**config.mk**
```make
export PLATFORM = sky130hd
export DESIGN_NAME = asrv32_stage_controller
export DESIGN_NICKNAME = d
export VERILOG_FILES = /design/src/rtl/asrv32_stage_controller.sv
export SDC_FILE = /design/constraint.sdc
export NUM_CORES = 1
export LEC_CHECK = 0
export ABC_AREA = 1
export BUFFER_PORTS_ARGS = -buffer_cell sky130_fd_sc_hd__buf_4
export CAP_MARGIN = 20
export CORE_MARGIN = 1
export CORE_UTILIZATION = 43
export CTS_CLUSTER_SIZE = 10
export DETAILED_ROUTE_END_ITERATION = 8
export PLACE_DENSITY_LB_ADDON = 0.15
export REMOVE_ABC_BUFFERS = 1
export SYNTH_ARGS = -nofsm -noshare
export SYNTH_HDL_FRONTEND = slang
export SYNTH_SLANG_ARGS = --single-unit
export TNS_END_PERCENT = 30
```
**constraint.sdc**
```tcl
create_clock -name i_clk -period 2 [get_ports i_clk]
set_clock_uncertainty 0.05 [all_clocks]
set_input_delay 0.1 -clock i_clk [delete_from_list [all_inputs] [get_ports i_clk]]
set_output_delay 0.1 -clock i_clk [all_outputs]
set_load 0.01 [all_outputs]
```
**src/rtl/asrv32_stage_controller.sv**
```systemverilog
// Multi-cycle stage sequencer for the ASRV32 core: steps each instruction through
// fetch/decode/execute/memory/writeback with bus handshakes, timeout abort, trap flush and retire count.
//
// state     | meaning
// ----------+-------------------------------------------------------------
// RESET     | held in reset; leaves for FETCH on the first clock after release
// FETCH     | instruction request outstanding, waiting on i_inst_ack
// DECODE    | single-cycle decode
// EXECUTE   | single-cycle execute; picks MEMORY for loads/stores, else WRITEBACK
// MEMORY    | data request outstanding, waiting on i_data_ack
// WRITEBACK | single-cycle PC/rd update; retires the instruction

`ifndef OPCODE_WIDTH
`define OPCODE_WIDTH 11
`endif
`ifndef LOAD
`define LOAD 2
`endif
`ifndef STORE
`define STORE 3
`endif

module asrv32_stage_controller #(
  parameter int unsigned TIMEOUT_CYCLES = 16,
  parameter logic [31:0] PC_RESET       = 32'h0000_0000
) (
  input  logic                     i_clk,
  input  logic                     i_rst_n,
  input  logic [`OPCODE_WIDTH-1:0] i_opcode,
  input  logic                     i_stall,
  input  logic                     i_trap,
  input  logic                     i_inst_ack,
  input  logic                     i_data_ack,
  output logic [2:0]               o_stage,
  output logic                     o_fetch_en,
  output logic                     o_decode_en,
  output logic                     o_execute_en,
  output logic                     o_memory_en,
  output logic                     o_writeback_en,
  output logic                     o_inst_req,
  output logic                     o_data_req,
  output logic                     o_data_we,
  output logic                     o_bus_err,
  output logic [31:0]              o_retire_count
);

  typedef enum logic [2:0] {
    ST_RESET     = 3'd0,
    ST_FETCH     = 3'd1,
    ST_DECODE    = 3'd2,
    ST_EXECUTE   = 3'd3,
    ST_MEMORY    = 3'd4,
    ST_WRITEBACK = 3'd5
  } state_t;

  localparam bit          tmo_en   = (TIMEOUT_CYCLES != 0);
  localparam logic [15:0] tmo_last = 16'(TIMEOUT_CYCLES - 1);

  state_t      state_q, state_d;
  logic [15:0] tmo_cnt_q, tmo_cnt_d;
  logic        data_we_q, data_we_d;
  logic        bus_err_q;
  logic [31:0] retire_count_q;
  logic        waiting, ack, tmo_hit, wb_fire;

  // PC_RESET is carried for consistency with the core only; the opcode is only partly decoded
  logic unused_bits;
  assign unused_bits = ^{i_opcode, PC_RESET};

  // Acks count only in the state that owns the matching request
  always_comb begin
    waiting = (state_q == ST_FETCH) || (state_q == ST_MEMORY);
    ack     = 1'b0;
    if (state_q == ST_FETCH)  ack = i_inst_ack;
    if (state_q == ST_MEMORY) ack = i_data_ack;
    tmo_hit = tmo_en && waiting && !i_trap && !i_stall && !ack && (tmo_cnt_q == tmo_last);
    wb_fire = (state_q == ST_WRITEBACK) && !i_stall && !i_trap;
  end

  always_ff @(posedge i_clk or negedge i_rst_n) begin
    if (!i_rst_n) begin
      state_q        <= ST_RESET;
      tmo_cnt_q      <= '0;
      data_we_q      <= 1'b0;
      bus_err_q      <= 1'b0;
      retire_count_q <= '0;
    end else begin
      state_q        <= state_d;
      tmo_cnt_q      <= tmo_cnt_d;
      data_we_q      <= data_we_d;
      bus_err_q      <= tmo_hit;
      if (wb_fire) retire_count_q <= retire_count_q + 32'd1;
    end
  end

  always_comb begin
    state_d = state_q;
    if (state_q == ST_RESET)  state_d = ST_FETCH;
    else if (i_trap)          state_d = ST_FETCH;
    else if (i_stall)         state_d = state_q;
    else if (tmo_hit)         state_d = ST_FETCH;
    else begin
      case (state_q)
        ST_FETCH:     if (i_inst_ack) state_d = ST_DECODE;
        ST_DECODE:    state_d = ST_EXECUTE;
        ST_EXECUTE:   state_d = (i_opcode[`LOAD] || i_opcode[`STORE]) ? ST_MEMORY : ST_WRITEBACK;
        ST_MEMORY:    if (i_data_ack) state_d = ST_WRITEBACK;
        ST_WRITEBACK: state_d = ST_FETCH;
        default:      state_d = ST_RESET;
      endcase
    end

    // Any exit from a waiting state (ack, timeout, trap) leaves the counter at zero for the next entry
    tmo_cnt_d = tmo_cnt_q;
    if (state_q == ST_RESET || i_trap)       tmo_cnt_d = '0;
    else if (i_stall)                        tmo_cnt_d = tmo_cnt_q;
    else if (waiting && !ack && !tmo_hit)    tmo_cnt_d = tmo_cnt_q + 16'd1;
    else                                     tmo_cnt_d = '0;

    data_we_d = data_we_q;
    if (state_q == ST_EXECUTE && state_d == ST_MEMORY)     data_we_d = i_opcode[`STORE];
    else if (state_q == ST_MEMORY && state_d != ST_MEMORY) data_we_d = 1'b0;
  end

  always_comb begin
    o_stage        = state_q;
    o_fetch_en     = (state_q == ST_FETCH);
    o_decode_en    = (state_q == ST_DECODE);
    o_execute_en   = (state_q == ST_EXECUTE);
    o_memory_en    = (state_q == ST_MEMORY);
    o_writeback_en = wb_fire;
    o_inst_req     = (state_q == ST_FETCH);
    o_data_req     = (state_q == ST_MEMORY);
    o_data_we      = data_we_q;
    o_bus_err      = bus_err_q;
    o_retire_count = retire_count_q;
  end

endmodule

```
==> run_results.csv, run 1 <==
group,metric,value,unit
finish,drive_gt1_share,22.5,%
finish,antennaDiodeCount,0,
sta,rsz0062_at_grt,"no",
routing,wl_per_cell,12.2,µm
floorplanning,start_util,44.7,%
routing,vias,2663,
routing,first_pass_iters,4,
place,dp_cells,537,
finish,nNetsFinal,471,
finish,final_cell_mix,"90 x nand2_1, 64 x buf_4, 50 x inv_1, 50 x dfrtp_1, 38 x nor2_1",
worst_setup_path,reg2reg_from,"o_stage[1]$_DFF_PN0_",
pwr,power,2180,µW
sta,tns,0,ns
worst_setup_path,critPathRequiredTime,2.16,ns
sta,final-hold-violation-count,0,
worst_setup_path,critPathMaxFanout,5,
floorplanning,core_area,6790,µm²
synthesis,yosysUniqueCellTypes,34,
pwr,total_leakage_power,0.00200,µW
routing,ant_nets,0,
sta,setup_violations,0,
routing,viasPerCell,4.85,
worst_setup_path,reg2reg_setup_slack,0.20,ns
worst_setup_path,critPathArrivalTime,2.02,ns
clocking,cts_buffers,5,
global_route,grt_max_degree,54,
pwr,combPwrFrac,13.1,%
place,place.gp.congestion,0.834,
pwr,powerDensity,576,nW/µm²
sta,slew_headroom,56.3,%
synthesis,avgSynthCellArea,7.93,µm²
pwr,switching_power,561,µW
pwr,power.share.sequential,51.8,%
floorplanning,die_w,86.1,µm
global_route,grt_usage,20.0,%
min_path,worstHoldEndpoint,"o_stage[1]$_DFF_PN0_",
clocking,clk_latency,0.31,ns
synthesis,ys_seq_area_share,43.7,%
pwr,cell_internal_pwr,1620,µW
pwr,power_frac_clock,35.1,%
synthesis,synth_seq_cells,53,
synthesis,synth_warnings,0,
min_path,min_path_type,"in2reg",
routing,drt_iter0_markers,68,
finish,fin_cells,549,
global_route,grt_pass1_wl,11600,µm
sta,setup_ws,0.137,ns
synthesis,synth_area,3040,µm²
place,dp_slack,0.0925,ns
min_path,holdPathStages,3,
place,dp_hpwl,5060,µm
sta,tightestPinTransition,0.655,ns
clocking,cts.sink_count,53,
global_route,antenna_found_initial,0,
pwr,ir_drop,0.265,mV
sta,clock.fmax,0.537,GHz
floorplanning,die-area,7410,µm²
worst_setup_path,cp-start-kind,"primary input",
global_route,overflow,0,
synthesis,synth_cells,383,
clocking,cts_root_buf,"clkbuf_8",
clocking,htreeDepth,2,
clocking,cts_buffer_depth,2,
sta,drv_slew,0,
pwr,swShare,25.7,%
routing,drt-total-wl,6720,µm
worst_setup_path,end_kind,"flop",
worst_setup_path,rr_endpoint,"o_retire_count[29]$_DFFE_PN0P_",
sta,timing.final.crit_share,93.1,%
sta,period_needed,1.86,ns
floorplanning,io_pins,61,
outcome,outcome,"finished clean",
finish,area_delta_synth_final,25.0,%
clocking,cts_tree,"done",
clocking,clkTransAtPathRegs,0.09,ns
finish,final_common_cell,"nand2_1",
place,port_buffers,51,
worst_setup_path,worst-r2r-cell-count,10,
min_path,min_from,"i_stall",
floorplanning,rows,30,
floorplanning,die_y,86.1,µm
worst_setup_path,path_class,"in2reg",
global_route,first_global_vias,2612,
sta,holdWs,0.0773,ns
routing,drc,0,
flow_run,max_cap_viol_count,0,
worst max-delay path: stages:
cell and delay, ns:
dlygate4sd3_1 0.54, buf_4 0.16, nor2_4 0.15, nand4_4 0.18
nor2_4 0.15, nand2_2 0.11, nor3_4 0.16, nand3_2 0.13
nor2_2 0.17, nand2_1 0.07, nand2_1 0.06, nand2_1 0.04
cells by family (layout without fill, tap and decap cells):
family	after synthesis	after routing	share of synthesized area [%]
adders and majority gates	2	2	0.824
xor gates and xnor gates	33	33	9.51
and+or+nand+nor	207	207	32.7
DFF	53	53	43.7
buffers and inverters	58	128	7.66
AOI/OAI and AO/OA	30	30	5.60
power groups by stage:
stage / clock (µW) / combinational [µW] / sequential, µW
floorplan: 0 / 136 / 1150
global placement: 0 / 273 / 1150
detailed placement: 0 / 276 / 1150
CTS: 790 / 283 / 1130
global route: 823 / 331 / 1130
finish: 766 / 287 / 1130
layer usage:
metal | global-route usage, % | share of wire, % | vias up
met2 | 34.5 | 49 | 54
met3 | 3.46 | 3.5 | 8
met1 | 25.1 | 46 | 1241
met5 | 0 | 0 | -
met4 | 6.97 | 1.5 | 0
li1 | - | - | 1360
worst max-delay path by stage:
stage	cells after the start	from	slack, ns	to
final	12	i_trap	0.14	o_retire_count[29]$_DFFE_PN0P_
after global routing	10	i_trap	0.007	o_retire_count[27]$_DFFE_PN0P_
after CTS	10	o_stage[0]$_DFF_PN0_	0.08	tmo_cnt_q[15]$_DFFE_PN0P_
after detailed placement	10	o_stage[0]$_DFF_PN0_	0.09	tmo_cnt_q[15]$_DFFE_PN0P_
after global placement	10	o_stage[0]$_DFF_PN0_	0.12	tmo_cnt_q[15]$_DFFE_PN0P_
after floorplan	12	o_stage[0]$_DFF_PN0_	0.09	tmo_cnt_q[12]$_DFFE_PN0P_
area by class of cell:
cell class | instances | area [µm²]
clock inverters | 1 | 30.0
flip-flops and latches | 53 | 1330
clock buffers | 7 | 86.3
well taps | 96 | 120
repair buffers | 67 | 510
multi-input cells | 272 | 1510
fillers | 650 | 3000
inverters | 53 | 206
what timing repair did:
action                                  CTS  global route
buffers inserted                          0             1
endpoints found under the setup margin    0            10
resized for setup                         0            15
endpoints found under the hold margin    55             0
hold buffers                              3             0
flip-flops by register name (all words and copies together) (netlist names):
signal and count:
o_retire_count 32, tmo_cnt_q 16, o_stage 3, o_bus_err 1, o_data_we 1
through the flow:
stage	area, µm²	utilization, %
2_1_floorplan	3010	-
3_3_place_gp	3600	53.0
3_5_place_dp	3600	53.0
4_1_cts	3740	55.1
5_1_grt	3800	55.9
6_report	3800	55.9
cells in the mapped netlist:
library cell  count  area share (%)
buf_4             3            0.74
dfrtp_1          53              44
nor2_2            4            0.82
inv_2             2            0.25
nor3_4            3             1.6
a31oi_1           1            0.21
o21ai_0          12             2.0
nor4_1            4            0.82
inv_1            50             6.2
nor3b_1           1            0.25
nand2_2           4            0.82
nand3_1          28             4.6
nor3_2            2            0.66
nand3_2           2            0.66
nor3_1           12             2.0
ha_1              2            0.82
nand3b_1          1            0.25
buf_2             2            0.33
nand4_1           9             1.9
a41oi_1           1            0.29
a32o_1            1            0.33
clkinv_2          1            0.16
a21oi_1          11             1.8
xor2_1           22             6.3
nor4b_1           1            0.29
o21a_1            2            0.49
nor2_4            2            0.74
nand2_1          91              11
xnor2_1          11             3.2
nand4_4           1            0.70
a22oi_1           1            0.25
nor2_1           41             5.1
nand2_4           1            0.37
o211ai_1          1            0.25
(Power assumes the default switching activity.)
==> run 2: changes to the inputs <==
Settings changed: ABC_AREA 1 to unset.
==> run 2 against run 1 <==
Net effect:
- the flow now finishes with violations (setup timing)
- via count fell by 13%
- final area fell by 4.0%
- combinational power rose by 10%
- critical path type is now reg2reg
- highest routed layer unchanged
==> run_results.csv, run 2 <==
group,metric,value,unit
worst_setup_path,end_kind,"flop",
routing,drt-total-wl,6070,µm
sta,setup_ws,-0.0675,ns
place,dp_hpwl,4310,µm
clocking,htreeDepth,2,
place,place.gp.congestion,0.835,
floorplanning,die_w,81.2,µm
worst_setup_path,cp_slowest_cell,"or4b_1",
floorplanning,rows,28,
routing,drc,0,
clocking,cts_buffer_depth,2,
routing,wl_per_cell,13.9,µm
place,port_buffers,51,
sta,final-hold-violation-count,0,
global_route,overflow,0,
clocking,cts_buffers,5,
place,dp_slack,-0.204,ns
worst_setup_path,reg2reg_from,"o_stage[0]$_DFF_PN0_",
finish,drive_gt1_share,32.0,%
global_route,antenna_found_initial,0,
routing,vias,2325,
routing,ant_nets,0,
worst_setup_path,critPathRequiredTime,2.17,ns
synthesis,synthTopCellsByArea,"dfrtp_1 49%, xnor2_1 9.1%, nand3_1 3.7%",
finish,fillers,530,
worst_setup_path,startpoint,"o_stage[0]$_DFF_PN0_",
synthesis,yosys-top-cells-count,"53 x dfrtp_1, 28 x xnor2_1, 24 x nand2_1",
synthesis,synth_area,2700,µm²
worst_setup_path,cp_common_cell,"a31oi_1",
finish,nNetsFinal,380,
synthesis,synth_top_area_share,49.2,%
outcome,outcome,"complete, but fails checks",
clocking,clkTransAtPathRegs,0.10,ns
routing,drt_iter0_markers,86,
floorplanning,die-area,6590,µm²
finish,final_cell_mix,"85 x buf_4, 53 x dfrtp_1, 27 x xnor2_1, 24 x nand2_1",
synthesis,avgSynthCellArea,9.95,µm²
sta,rsz0062_at_grt,"yes",
finish,regArea,1330,µm²
worst_setup_path,cp-start-kind,"flop",
flow_run,max_cap_viol_count,0,
worst_setup_path,cp_top_family,"compound AO/OA/AOI/OAI gates",
pwr,total_leakage_power,0.00176,µW
finish,antennaDiodeCount,0,
worst_setup_path,reg2reg_setup_slack,-0.07,ns
clocking,clk_latency,0.31,ns
synthesis,synth_warnings,0,
min_path,min_from,"i_inst_ack",
global_route,grt_pass1_wl,10100,µm
global_route,grt_max_degree,54,
pwr,ir_drop,0.364,mV
synthesis,yosys_most_used_dff,"dfrtp_1",
finish,multi_input_area,1380,µm²
outcome,violations,"setup timing",
synthesis,synth_seq_cells,53,
sta,clock.fmax,0.484,GHz
sta,period_needed,2.07,ns
finish,final_common_cell,"buf_4",
global_route,grt_usage,19.9,%
pwr,power,2040,µW
synthesis,synth-async-reset-ratio,100,%
synthesis,synth.largest_area_cell,"dfrtp_1",
min_path,min_path_type,"in2reg",
synthesis,synth.most_common_cell,"dfrtp_1",
worst_setup_path,path_cells,"or4b_1, a211o_1, buf_4, a21oi_4, buf_12, a31oi_1, a31oi_1",
sta,slew_headroom,55.0,%
sta,drv_slew,0,
synthesis,ys_seq_area_share,49.2,%
finish,largest_reg_flops,32,
floorplanning,io_pins,61,
worst_setup_path,path_class,"reg2reg",
synthesis,synth_edf_count,0,
clocking,cts_tree,"done",
global_route,first_global_vias,2220,
sta,setup_violations,11,
finish,final_area,3640,µm²
floorplanning,die_y,81.2,µm
sta,tightestPinTransition,0.675,ns
pwr,powerDensity,559,nW/µm²
floorplanning,start_util,45.0,%
worst_setup_path,path_buf_inv,2,
sta,timing.final.crit_share,103,%
floorplanning,core_area,5990,µm²
place,post_dp_cell_area,3410,µm²
sta,holdWs,0.0522,ns
synthesis,yosysUniqueCellTypes,46,
synthesis,synth_cells,271,
routing,first_pass_iters,4,
finish,area_delta_synth_final,35.1,%
clocking,cts_root_buf,"clkbuf_8",
clocking,cts.sink_count,53,
worst_setup_path,cpPeakStageDelay,0.52,ns
routing,viasPerCell,5.32,
worst_setup_path,critPathMaxFanout,10,
worst_setup_path,critPathArrivalTime,2.24,ns
## run 2: changes by cell type after synthesis, sizes merged, moves of 6 or more
cell    before  now
and3         0    6
nor2        47   22
nand2       96   24
nand3       30   21
xor2        22    6
xnor2       11   28
inv         52    9
and4         0    6
clkbuf       0    6
## run 2: layout make-up
cell class	instances	share of cell area, %
timing repair buffer	92	19.8
sequential	53	36.4
inverter	9	0.927
multi-input combinational	200	37.9
tap	75	2.57
clock buffer	5	1.89
clock inverter	3	0.481
## run 2: power breakdown
group / internal [µW] / switching, µW
Combinational: 154 / 162
Clock: 242 / 353
Sequential: 1100 / 27.9
## run 2: worst reg2reg max path: stages, from the launching register on
cell and delay, ns:
dfrtp_1 0.40, or4b_1 0.52, a211o_1 0.33, buf_4 0.15
a21oi_4 0.14, buf_12 0.15, a31oi_1 0.08, a31oi_1 0.17
## run 2: layer usage
layer	GRT usage (%)	share of wire (%)	up-vias
met1	25.8	47	1145
met3	3.71	3.0	7
li1	-	-	1138
met5	0	0	-
met2	33.4	49	35
met4	6.25	1.1	0
## run 2: logic make-up (layout without fill, tap and decap cells)
logic type / count (synthesis) / in the layout / share of synthesized area (%)
xor+xnor: 34 / 34 / 11.0
fa+ha+maj: 2 / 2 / 0.927
simple gates: 125 / 125 / 25.8
flops: 53 / 53 / 49.2
compound gates: 35 / 35 / 8.67
buf+inv: 18 / 109 / 2.83
mux: 4 / 4 / 1.58
## run 2: what timing repair did
action | 4_1_cts | 5_1_grt
gates resized for setup | 7 | 15
hold buffers | 2 | 0
endpoints found under the setup margin | 37 | 37
hold endpoints to repair | 55 | 0
pin swaps | 7 | 9
setup buffers | 2 | 1
## run 2: path summary, 6_finish.rpt
kind                                                  end  cells after the start
max                             tmo_cnt_q[14]$_DFFE_PN0P_                      7
min                                  o_stage[1]$_DFF_PN0_                      3
max reg2reg                     tmo_cnt_q[14]$_DFFE_PN0P_                      7
min reg2reg                o_retire_count[31]$_DFFE_PN0P_                      1
max in group asynchronous  o_retire_count[12]$_DFFE_PN0P_                      2
min in group asynchronous  o_retire_count[22]$_DFFE_PN0P_                      2
## run 2: stage by stage
step	setup TNS, ns	utilization, %	std cells
finish	-0.354	60.8	437
global route	-1.40	60.8	437
CTS	-0.315	59.7	436
detailed placement	-3.85	57.0	424
global placement	-2.77	57.0	424
floorplan	-1.12	-	262
==> run 3: changes to the inputs <==
Settings changed: SETUP_SLACK_MARGIN set to 0.05.
==> run 3 against run 2 <==
Net effect:
- non-clock buffer count unchanged
- worst setup slack lost 0.016 ns
- critical path depth did not move
- sequential power about the same
- sequential share of layout area fell by 0.37 points
- global-route usage is the same
- utilization grew 0.63 points
- hold slack lost 0.0014 ns
- clock power is essentially flat
- first-iteration DRC count is 17% higher
- the run still ends with setup timing left
- flip-flop and latch count did not move
==> run_results.csv, run 3 (synthesized netlist as in run 2, its figures left out) <==
group,metric,value,unit
outcome,outcome,"complete, but fails checks",
sta,clock.fmax,0.480,GHz
worst_setup_path,end_kind,"flop",
min_path,min_from,"i_opcode[3]",
place,place.gp.congestion,0.835,
floorplanning,io_pins,61,
finish,antennaDiodeCount,0,
min_path,min_path_type,"in2reg",
sta,tns,-0.445,ns
worst_setup_path,path_buf_inv,2,
worst_setup_path,critPathArrivalTime,2.25,ns
worst_setup_path,startpoint,"o_stage[0]$_DFF_PN0_",
global_route,grt_pass1_wl,10100,µm
worst_setup_path,critPathMaxFanout,10,
clocking,cts_buffers,5,
worst_setup_path,cp_top_family,"compound AO/OA/AOI/OAI gates",
floorplanning,die_w,81.2,µm
routing,first_pass_iters,4,
sta,final-hold-violation-count,0,
routing,drc,0,
clocking,cts.sink_count,53,
finish,area_delta_synth_final,36.5,%
place,port_buffers,51,
finish,final_cell_mix,"84 x buf_4, 53 x dfrtp_1, 27 x xnor2_1, 23 x nand2_1, 20 x nor2_1",
finish,nNetsFinal,380,
outcome,violations,"setup timing",
sta,setup_ws,-0.0833,ns
sta,drv_slew,0,
floorplanning,die_y,81.2,µm
finish,final_common_cell,"buf_4",
routing,drt_iter0_markers,101,
sta,timing.final.crit_share,104,%
finish,largest_reg_flops,32,
routing,vias,2327,
finish,drive_gt1_share,33.7,%
sta,period_needed,2.08,ns
sta,slew_headroom,55.0,%
sta,setup_violations,11,
floorplanning,rows,28,
worst_setup_path,reg2reg_from,"o_stage[0]$_DFF_PN0_",
routing,ant_nets,0,
worst_setup_path,path_cells,"or4b_1, a211o_1, buf_4, a21oi_4, buf_12, a31oi_1, a31oi_1",
clocking,clk_latency,0.31,ns
sta,tightestPinTransition,0.676,ns
place,dp_hpwl,4310,µm
global_route,first_global_vias,2221,
worst_setup_path,path_class,"reg2reg",
clocking,clkTransAtPathRegs,0.09,ns
sta,rsz0062_at_grt,"yes",
worst_setup_path,cp_slowest_cell,"or4b_1",
worst_setup_path,cp-start-kind,"flop",
global_route,grt_usage,19.9,%
floorplanning,core_area,5990,µm²
routing,wl_per_cell,14.0,µm
routing,viasPerCell,5.32,
floorplanning,start_util,45.0,%
global_route,overflow,0,
pwr,powerDensity,555,nW/µm²
clocking,cts_root_buf,"clkbuf_8",
routing,drt-total-wl,6120,µm
worst_setup_path,critPathRequiredTime,2.17,ns
global_route,antenna_found_initial,0,
place,post_dp_cell_area,3410,µm²
clocking,cts_tree,"done",
pwr,power,2040,µW
floorplanning,die-area,6590,µm²
flow_run,max_cap_viol_count,0,
clocking,htreeDepth,2,
worst_setup_path,cpPeakStageDelay,0.53,ns
finish,final_area,3680,µm²
clocking,cts_buffer_depth,2,
finish,fillers,525,
pwr,ir_drop,0.361,mV
pwr,total_leakage_power,0.00178,µW
worst_setup_path,cp_common_cell,"a31oi_1",
global_route,grt_max_degree,54,
==> run 3: per-layer routing <==
metal / up-vias / GRT usage (%) / part of all wire (%) / wire [µm]
met5: - / 0 / 0 / 0
met4: 0 / 6.25 / 1.1 / 69
met3: 7 / 3.71 / 3.0 / 181
met2: 39 / 33.4 / 49 / 3030
met1: 1140 / 25.8 / 46 / 2840
li1: 1141 / - / - / -
==> run 3: per-stage QoR <==
step | instances | utilization (%) | worst slack [ns] | hold slack, ns
after floorplan | 262 | - | -0.202 | -0.246
after global placement | 424 | 57.0 | -0.179 | 0.138
after detailed placement | 424 | 57.0 | -0.204 | 0.139
after CTS | 436 | 59.8 | -0.0492 | 0.0406
after global routing | 437 | 61.5 | -0.147 | 0.0518
final | 437 | 61.5 | -0.0833 | 0.0508
==> run 3: worst paths after layout <==
check / to / slack, ns / cells after the start
max in group asynchronous: o_retire_count[12]$_DFFE_PN0P_ / 1.14 / 2
max reg2reg: tmo_cnt_q[14]$_DFFE_PN0P_ / -0.08 / 7
min: o_data_we$_DFFE_PN0P_ / 0.05 / 3
min reg2reg: o_retire_count[31]$_DFFE_PN0P_ / 0.43 / 1
min in group asynchronous: o_retire_count[22]$_DFFE_PN0P_ / 0.30 / 2
max: tmo_cnt_q[14]$_DFFE_PN0P_ / -0.08 / 7
==> run 3: power by group <==
group          switching [µW]  leakage (µW)  internal (µW)
clock                     355     0.0000439            243
sequential               28.1      0.000726           1100
combinational             163       0.00101            154
total                     546       0.00178           1500
==> run 3: area by class of cell <==
class	instances	area (µm²)	share of cell area, %
multi-input combinational	200	1420	38.4
clock buffer	5	68.8	1.87
inverter	9	33.8	0.917
tap	75	93.8	2.55
clock inverter	3	17.5	0.476
timing repair buffer	92	727	19.7
sequential	53	1330	36.0
==> run 3: repair_timing <==
item,4_1_cts,5_1_grt
pin swaps,9,9
endpoints found under the hold margin,55,0
gates cloned,0,0
hold buffers,2,0
endpoints found under the setup margin,39,41
gates resized for setup,8,23
setup buffers,2,1
==> run 3: worst register-to-register path, stage by stage (launching register included) <==
cell	delay, ns
dfrtp_1	0.40
or4b_1	0.53
a211o_1	0.33
buf_4	0.15
a21oi_4	0.14
buf_12	0.15
a31oi_1	0.08
a31oi_1	0.18
